### src/rtl/serial_subtractor_ctrl_if.sv
// Request/result bundle for the bit-serial subtractor: operands and start from the
// requester, busy/done and the registered result back to it.
interface serial_subtractor_ctrl_if #(
    parameter int WIDTH = 8
);
    logic             start;
    logic [WIDTH-1:0] a;
    logic [WIDTH-1:0] b;
    logic             busy;
    logic             done;
    logic [WIDTH-1:0] difference;
    logic             borrow_out;

    modport master (
        output start, a, b,
        input  busy, done, difference, borrow_out
    );

    modport slave (
        input  start, a, b,
        output busy, done, difference, borrow_out
    );
endinterface

### src/rtl/serial_subtractor_ctrl.sv
// Bit-serial subtractor: one shared half-subtractor pair processes a - b LSB-first,
// one bit per clock, with the borrow carried between cycles in a flop.
module half_subtractor (
    input  logic x,
    input  logic y,
    output logic d,
    output logic br
);
    assign d  = x ^ y;
    assign br = ~x & y;
endmodule

module serial_subtractor_ctrl #(
    parameter int WIDTH = 8
) (
    input  logic                    clk,
    input  logic                    rst,
    serial_subtractor_ctrl_if.slave bus
);
    localparam int CW = (WIDTH > 1) ? $clog2(WIDTH) : 1;

    typedef enum logic [1:0] {
        IDLE = 2'd0,
        RUN  = 2'd1,
        DONE = 2'd2
    } state_t;

    state_t           state_r;
    logic [WIDTH-1:0] a_sh_r;
    logic [WIDTH-1:0] b_sh_r;
    logic [WIDTH-1:0] diff_r;
    logic [CW-1:0]    cnt_r;
    logic             br_r;
    logic             borrow_r;
    logic             busy_r;
    logic             done_r;

    logic d1_s;
    logic br1_s;
    logic d_s;
    logic br2_s;
    logic br_next_s;
    logic last_bit_s;

    half_subtractor u_hs1 (.x(a_sh_r[0]), .y(b_sh_r[0]), .d(d1_s), .br(br1_s));
    half_subtractor u_hs2 (.x(d1_s),      .y(br_r),      .d(d_s),  .br(br2_s));

    assign br_next_s  = br1_s | br2_s;
    assign last_bit_s = (cnt_r == CW'(WIDTH - 1));

    // Sequencer: accepts a request, steps the serial stage, and holds the result.
    always_ff @(posedge clk) begin
        if (rst) begin
            state_r  <= IDLE;
            a_sh_r   <= '0;
            b_sh_r   <= '0;
            diff_r   <= '0;
            cnt_r    <= '0;
            br_r     <= 1'b0;
            borrow_r <= 1'b0;
            busy_r   <= 1'b0;
            done_r   <= 1'b0;
        end else begin
            case (state_r)
                IDLE: begin
                    if (bus.start) begin
                        a_sh_r   <= bus.a;
                        b_sh_r   <= bus.b;
                        diff_r   <= '0;
                        cnt_r    <= '0;
                        br_r     <= 1'b0;
                        borrow_r <= 1'b0;
                        busy_r   <= 1'b1;
                        state_r  <= RUN;
                    end else begin
                        state_r  <= IDLE;
                    end
                    done_r <= 1'b0;
                end
                RUN: begin
                    // The difference register fills from the top so bit 0 ends at position 0.
                    a_sh_r <= {1'b0, a_sh_r[WIDTH-1:1]};
                    b_sh_r <= {1'b0, b_sh_r[WIDTH-1:1]};
                    diff_r <= {d_s, diff_r[WIDTH-1:1]};
                    br_r   <= br_next_s;
                    cnt_r  <= cnt_r + CW'(1);
                    if (last_bit_s) begin
                        borrow_r <= br_next_s;
                        busy_r   <= 1'b0;
                        done_r   <= 1'b1;
                        state_r  <= DONE;
                    end else begin
                        state_r  <= RUN;
                    end
                end
                DONE: begin
                    done_r  <= 1'b0;
                    busy_r  <= 1'b0;
                    state_r <= IDLE;
                end
                default: begin
                    busy_r  <= 1'b0;
                    done_r  <= 1'b0;
                    state_r <= IDLE;
                end
            endcase
        end
    end

    assign bus.busy       = busy_r;
    assign bus.done       = done_r;
    assign bus.difference = diff_r;
    assign bus.borrow_out = borrow_r;
endmodule

### src/flat_wrapper.sv
// flat-port wrapper written by rule: the top's interface ports become plain ports
module serial_subtractor_ctrl_flat 
#(
    parameter int WIDTH = 8
)
  (clk, rst, bus_start, bus_a, bus_b, bus_busy, bus_done, bus_difference, bus_borrow_out);
  serial_subtractor_ctrl_if #(.WIDTH(WIDTH)) bus_i ();
  input  logic clk;
  input  logic rst;
  input wire logic [$bits(bus_i.start)-1:0] bus_start;
  input wire logic [$bits(bus_i.a)-1:0] bus_a;
  input wire logic [$bits(bus_i.b)-1:0] bus_b;
  output wire logic [$bits(bus_i.busy)-1:0] bus_busy;
  output wire logic [$bits(bus_i.done)-1:0] bus_done;
  output wire logic [$bits(bus_i.difference)-1:0] bus_difference;
  output wire logic [$bits(bus_i.borrow_out)-1:0] bus_borrow_out;
  assign bus_i.start = bus_start;
  assign bus_i.a = bus_a;
  assign bus_i.b = bus_b;
  assign bus_busy = bus_i.busy;
  assign bus_done = bus_i.done;
  assign bus_difference = bus_i.difference;
  assign bus_borrow_out = bus_i.borrow_out;
  serial_subtractor_ctrl #(.WIDTH(WIDTH)) u_core (.clk(clk), .rst(rst), .bus(bus_i));
endmodule
### config.mk
export PLATFORM = sky130hd
export DESIGN_NAME = serial_subtractor_ctrl_flat
export DESIGN_NICKNAME = d
export VERILOG_FILES = /design/src/rtl/serial_subtractor_ctrl_if.sv /design/src/rtl/serial_subtractor_ctrl.sv /design/src/flat_wrapper.sv
export SDC_FILE = /design/constraint.sdc
export NUM_CORES = 1
export LEC_CHECK = 0
export CELL_PAD_IN_SITES_DETAIL_PLACEMENT = 1
export CELL_PAD_IN_SITES_GLOBAL_PLACEMENT = 2
export CORE_MARGIN = 2
export CORE_UTILIZATION = 25
export DETAILED_ROUTE_END_ITERATION = 10
export PLACE_DENSITY_LB_ADDON = 0.1
export SETUP_SLACK_MARGIN = 0.1
export SYNTH_ARGS = -nofsm -noshare
export SYNTH_HDL_FRONTEND = slang
export SYNTH_SLANG_ARGS = --single-unit
### constraint.sdc
create_clock -name clk -period 2.9 [get_ports clk]
set_input_delay 0.58 -clock clk [delete_from_list [all_inputs] [get_ports clk]]
set_output_delay 0.58 -clock clk [all_outputs]
set_load 0.005 [all_outputs]
==> flow_summary.ini, run 1 <==
[die]
die_y_um = 80.9
die_w_um = 80.9
coreArea_um2 = 5820
io_pins = 30
core.rowCount = 28
die_area_um2 = 6550
start_util_pct = 25.5

[setup_path]
critPathMaxStageDelay_ns = 0.52
slowest_stage = clkdlybuf4s50_1
worst-path-buf-inv = 1
cpLargestDelayFamily = buffers and inverters
startpoint_type = register
cp-end-kind = output port
crit_chain = clkdlybuf4s50_1
cp_max_fo = 3
worst_ep_required_time_ns = 2.32
worstPathArrival_ns = 1.17
worstSetupPathType = register to output port

[sta]
worst_slack_ns = 1.15
hold_viol = 0
skew_ns = 0.00598
tightest_slew_ns = 0.466
setup_violations = 0
max_freq_ghz = 0.572
rsz0062_at_grt = no
worst_hold_slack_ns = 0.496
timing.final.crit_share_pct = 60.3
setup_tns_ns = 0
slew_viol_final = 0
period_minus_slack_ns = 1.75
slew_headroom_pct = 68.9

[yosys]
post-synth-top-count-cell = dfxtp_1
synth_edf_count = 0
synth.area.top_cells = dfxtp_1 45%, a211oi_2 12%, mux2i_1 10%
yosysTopAreaCellShare_pct = 44.6
seq_area_frac_synth_pct = 44.6
yosys.cell_types.count = 27
synth_common_cells = 33 x dfxtp_1, 23 x nor2_1, 15 x mux2i_1
synth_xor_area_share_pct = 0
synthesis.nets = 159
synth_top_family_by_area = compound AO/OA/AOI/OAI gates
synth_area_um2 = 1480
synth_compound_area_share_pct = 21.5
synth-simple-area-share_pct = 12.8
yosysWarnings = 0
synth_seq_cells = 33
avgSynthCellArea_um2 = 10.8
synth_fa_ha_area_share_pct = 3.04
async_reset_ff_share_pct = 0
synth_top_flop_cell = dfxtp_1
synth_top_cell_by_area = dfxtp_1
synthMuxAreaShare_pct = 10.1
syn_inst = 137

[drt]
ant_nets = 0
firstDrtPassIters = 3
routed_wl_um = 3210
vias_per_cell = 4.60
first_iter_violations = 71
routed-via-count = 1113
drt_drc_violations_left = 0
routedWlPerCell_um = 13.2

[clock_tree]
ctsHoldBuffers = 0
path_clk_slew_ns = 0.07
cts_tree = yes
h-tree-depth = 2
clkSinkCount = 33
cts_root_buf = clkbuf_8
ctsResizeCount = 0
clock_latency_ns = 0.28
cts_made_buffers = 5
clock_path_buffers = 2
cts_setup_buffers = 0

[power]
design_power_total_mw = 0.976
power_density_nw_per_um2 = 523
power.leakage_nw = 0.672
irDropWorstVdd_v = 0.000220

[layout]
n_fill_cell = 691
area_growth_pct = 26.1
n_antenna_cell = 0
drive_gt1_share_pct = 19.2
nets = 188
final_util_pct = 32.1

[run_status]
status = finished clean

[global_routing]
grt_pass1_wl_um = 5330
grt_usage_pct = 10.9
grt_remaining_overflow = 0
grt_pass1_vias = 1152
grt_max_degree = 34
antenna_found_initial = 0

[worst_hold_path]
min_path_type = register to register

[place]
hpwl_um = 2240
place.gp.congestion = 0.679
dp_slack_ns = 0.913
port-buffer-count = 29

[job]
cap_viol_max_count = 0
-- path summary, 6_finish.rpt --
check                                               from               endpoint  slack (ns)  depth (start not counted)
worst max-delay path            u_core.bus.difference[7]      bus_difference[7]        1.15                          1
worst min-delay path               u_core.bus.borrow_out  u_core.bus.borrow_out        0.50                          2
worst max register to register         u_core.state_r[0]       u_core.a_sh_r[3]        1.41                          4
worst min register to register     u_core.bus.borrow_out  u_core.bus.borrow_out        0.50                          2
-- logic make-up (layout without fill, tap and decap cells) --
group                    count (synthesis)  count (layout)
AO/OA/AOI/OAI                           33              33
buffers and inverters                   13              43
multiplexers                            15              15
flip-flops                              33              33
AND/OR/NAND/NOR                         40              40
adder cells (fa/ha/maj)                  3               3
-- cell type report --
type | instances | area [µm²] | share of cell area [%]
Tap cell | 75 | 93.8 | 5.03
Sequential cell | 33 | 661 | 35.4
Multi-Input combinational cell | 91 | 702 | 37.6
Inverter | 2 | 7.51 | 0.402
Clock buffer | 6 | 72.6 | 3.89
Clock inverter | 2 | 10.0 | 0.536
Timing Repair Buffer | 33 | 320 | 17.2
-- per-layer routing --
layer,global-route usage (%),routed length [µm]
met1,12.0,1410
met2,18.8,1640
met3,3.11,95
met4,5.59,59
met5,0,0
-- power by group --
group	internal (mW)	switching (mW)	leakage, nW
Combinational	0.0764	0.0758	0.356
Clock	0.166	0.163	0.0450
Sequential	0.479	0.0161	0.271
-- registers in the layout, indices dropped and copies added, names as in the netlist --
| signal | flops |
|---|---|
| u_core.bus.busy | 1 |
| u_core.cnt_r | 3 |
| u_core.b_sh_r | 8 |
| u_core.br_r | 1 |
| u_core.a_sh_r | 8 |
| u_core.bus.done | 1 |
| u_core.bus.borrow_out | 1 |
| u_core.bus.difference | 8 |
| u_core.state_r | 2 |
-- worst reg2reg max path, delay by kind of cell, from the launching register on --
kind / cells / cell delay [ns]
AO/OA/AOI/OAI: 2 / 0.69
flip-flops: 1 / 0.36
AND/OR/NAND/NOR: 1 / 0.11
buffers and inverters: 1 / 0.25
-- stage by stage --
step / std cells / cell area (µm²)
floorplan: 137 / 1480
global placement: 234 / 1780
detailed placement: 234 / 1780
CTS: 242 / 1870
global route: 242 / 1870
finish: 242 / 1870
-- cells in the final DEF, fill, tap and decap left out --
cell | synthesis | final
a22oi_1 | 12 | 12
clkbuf_8 | 0 | 5
clkinv_2 | 0 | 2
a2bb2oi_1 | 1 | 1
nand3_1 | 1 | 1
or2b_1 | 1 | 1
nand2_1 | 1 | 1
dfxtp_1 | 33 | 33
buf_4 | 0 | 4
clkbuf_1 | 2 | 1
a21oi_1 | 3 | 3
nor2b_1 | 1 | 1
o21ba_4 | 1 | 1
nor2_1 | 23 | 23
and2b_1 | 1 | 1
ha_1 | 2 | 2
o21bai_1 | 1 | 1
a211oi_2 | 14 | 14
clkdlybuf4s50_1 | 0 | 29
nor3b_1 | 2 | 2
mux2i_1 | 15 | 15
fa_1 | 1 | 1
inv_1 | 2 | 2
nor2_2 | 6 | 6
o21ai_0 | 1 | 1
nor3_1 | 4 | 4
No activity file was read; power rests on OpenSTA's default activity.
==> inputs of run 2 (changes only) <==
clock period = 1.6 ns   (was 2.9 ns; I/O delays follow)
==> flow_summary.ini, run 2 (same netlist as run 1, synthesis figures left out) <==
[run_status]
status = finished clean

[job]
cap_viol_max_count = 0

[setup_path]
slowest_stage = clkdlybuf4s50_1
worst_ep_required_time_ns = 1.28
worstPathArrival_ns = 1.13
worstSetupPathType = register to output port
cpLargestDelayFamily = buffers and inverters
critPathMaxStageDelay_ns = 0.51
crit_chain = clkdlybuf4s50_1
worst-path-buf-inv = 1
cp_max_fo = 3
startpoint_type = register
cp-end-kind = output port

[place]
place.gp.congestion = 0.729
port-buffer-count = 29
placedCellCount = 238
hpwl_um = 2260

[layout]
final_cell_mix = 29 x clkdlybuf4s50_1, 27 x dfxtp_1, 23 x nor2_1
regArea_um2 = 668
drive_gt1_share_pct = 24.1
n_fill_cell = 679
mostFrequentLayoutCell = clkdlybuf4s50_1
nets = 192
n_antenna_cell = 0
final_cells = 245
multi_input_area_um2 = 702
area_growth_pct = 32.3

[power]
clkPwrFrac_pct = 34.1
power.leakage_nw = 0.711
internal_power_mw = 1.38
p_sw_mw = 0.452
irDropWorstVdd_v = 0.000343
switching_share_pct = 24.7
seqPwrFrac_pct = 49.3
combPwrFrac_pct = 16.6
power_density_nw_per_um2 = 934

[clock_tree]
clock_path_buffers = 2
cts_made_buffers = 5
cts_tree = yes
clkSinkCount = 33
h-tree-depth = 2
clock_latency_ns = 0.28
cts_root_buf = clkbuf_8
ctsHoldBuffers = 0
path_clk_slew_ns = 0.07

[drt]
routed_wl_um = 3070
ant_nets = 0
drt_drc_violations_left = 0
routed-via-count = 1092
routedWlPerCell_um = 12.5
first_iter_violations = 50
firstDrtPassIters = 2
vias_per_cell = 4.46

[die]
core.rowCount = 28
die_w_um = 80.9
coreArea_um2 = 5820
die_y_um = 80.9
start_util_pct = 25.5
io_pins = 30
die_area_um2 = 6550

[global_routing]
grt_pass1_wl_um = 5290
grt_usage_pct = 10.6
grt_remaining_overflow = 0
antenna_found_initial = 0
grt_pass1_vias = 1144
grt_max_degree = 20

[sta]
tightest_slew_ns = 0.429
setup_violations = 0
skew_ns = 0.00485
slew_viol_final = 0
setup_tns_ns = 0
slew_headroom_pct = 71.4
hold_viol = 0
max_freq_ghz = 0.689
period_minus_slack_ns = 1.45
rsz0062_at_grt = no
timing.final.crit_share_pct = 90.7

[worst_hold_path]
min_path_type = register to register
run 2: cell count changes in the layout (fill, tap and decap cells not counted):
cell | previous run | this run
clkinv_2 | 2 | 0
buf_12 | 0 | 4
dfxtp_1 | 33 | 27
clkbuf_8 | 5 | 6
dfxtp_2 | 0 | 6
run 2: final timing paths:
check	start	to	slack [ns]	cells past startpoint
setup / recovery	u_core.bus.difference[5]	bus_difference[5]	0.15	1
hold / removal	u_core.bus.borrow_out	u_core.bus.borrow_out	0.49	2
setup reg to reg	u_core.state_r[0]	u_core.bus.borrow_out	0.26	3
hold reg to reg	u_core.bus.borrow_out	u_core.bus.borrow_out	0.49	2
run 2: timing repair:
item,CTS,global route
buffers inserted,0,0
endpoints found under the setup margin,0,6
resized for setup,0,6
run 2: stage by stage:
stage | total power, mW | util (%) | area [µm²] | hold WS, ns | setup slack, ns
6_report | 1.83 | 33.7 | 1960 | 0.486 | 0.149
5_1_grt | 1.94 | 33.7 | 1960 | 0.530 | 0.105
4_1_cts | 1.87 | 33.5 | 1950 | 0.499 | 0.104
3_5_place_dp | 1.23 | 32.1 | 1860 | 0.489 | 0.0584
3_3_place_gp | 1.22 | 32.1 | 1860 | 0.463 | 0.0874
2_1_floorplan | 1.13 | - | 1480 | 0.468 | 0.408
run 2: final cells by class:
| type | instances | area share, % |
|---|---|---|
| inverter | 2 | 0.383 |
| timing repair buffer | 37 | 20.4 |
| multi-input combinational | 91 | 35.8 |
| sequential | 33 | 34.1 |
| clock buffer | 7 | 4.41 |
| tap | 75 | 4.79 |
run 2: power groups by stage:
stage | logic, mW | clock network, mW | registers (mW)
after floorplan | 0.219 | 0 | 0.910
after global placement | 0.303 | 0 | 0.919
after detailed placement | 0.311 | 0 | 0.921
after CTS | 0.312 | 0.660 | 0.902
after global routing | 0.335 | 0.698 | 0.909
final | 0.304 | 0.624 | 0.902
run 2: layer usage:
| metal | track usage, % | part of all wire [%] | vias to the layer above | routed length (µm) |
|---|---|---|---|---|
| met5 | 0 | 0 | - | 0 |
| met4 | 4.58 | 1.4 | 0 | 43 |
| met3 | 3.11 | 3.1 | 6 | 95 |
| met2 | 18.5 | 52 | 15 | 1590 |
| met1 | 11.9 | 44 | 521 | 1340 |
| li1 | - | - | 550 | - |
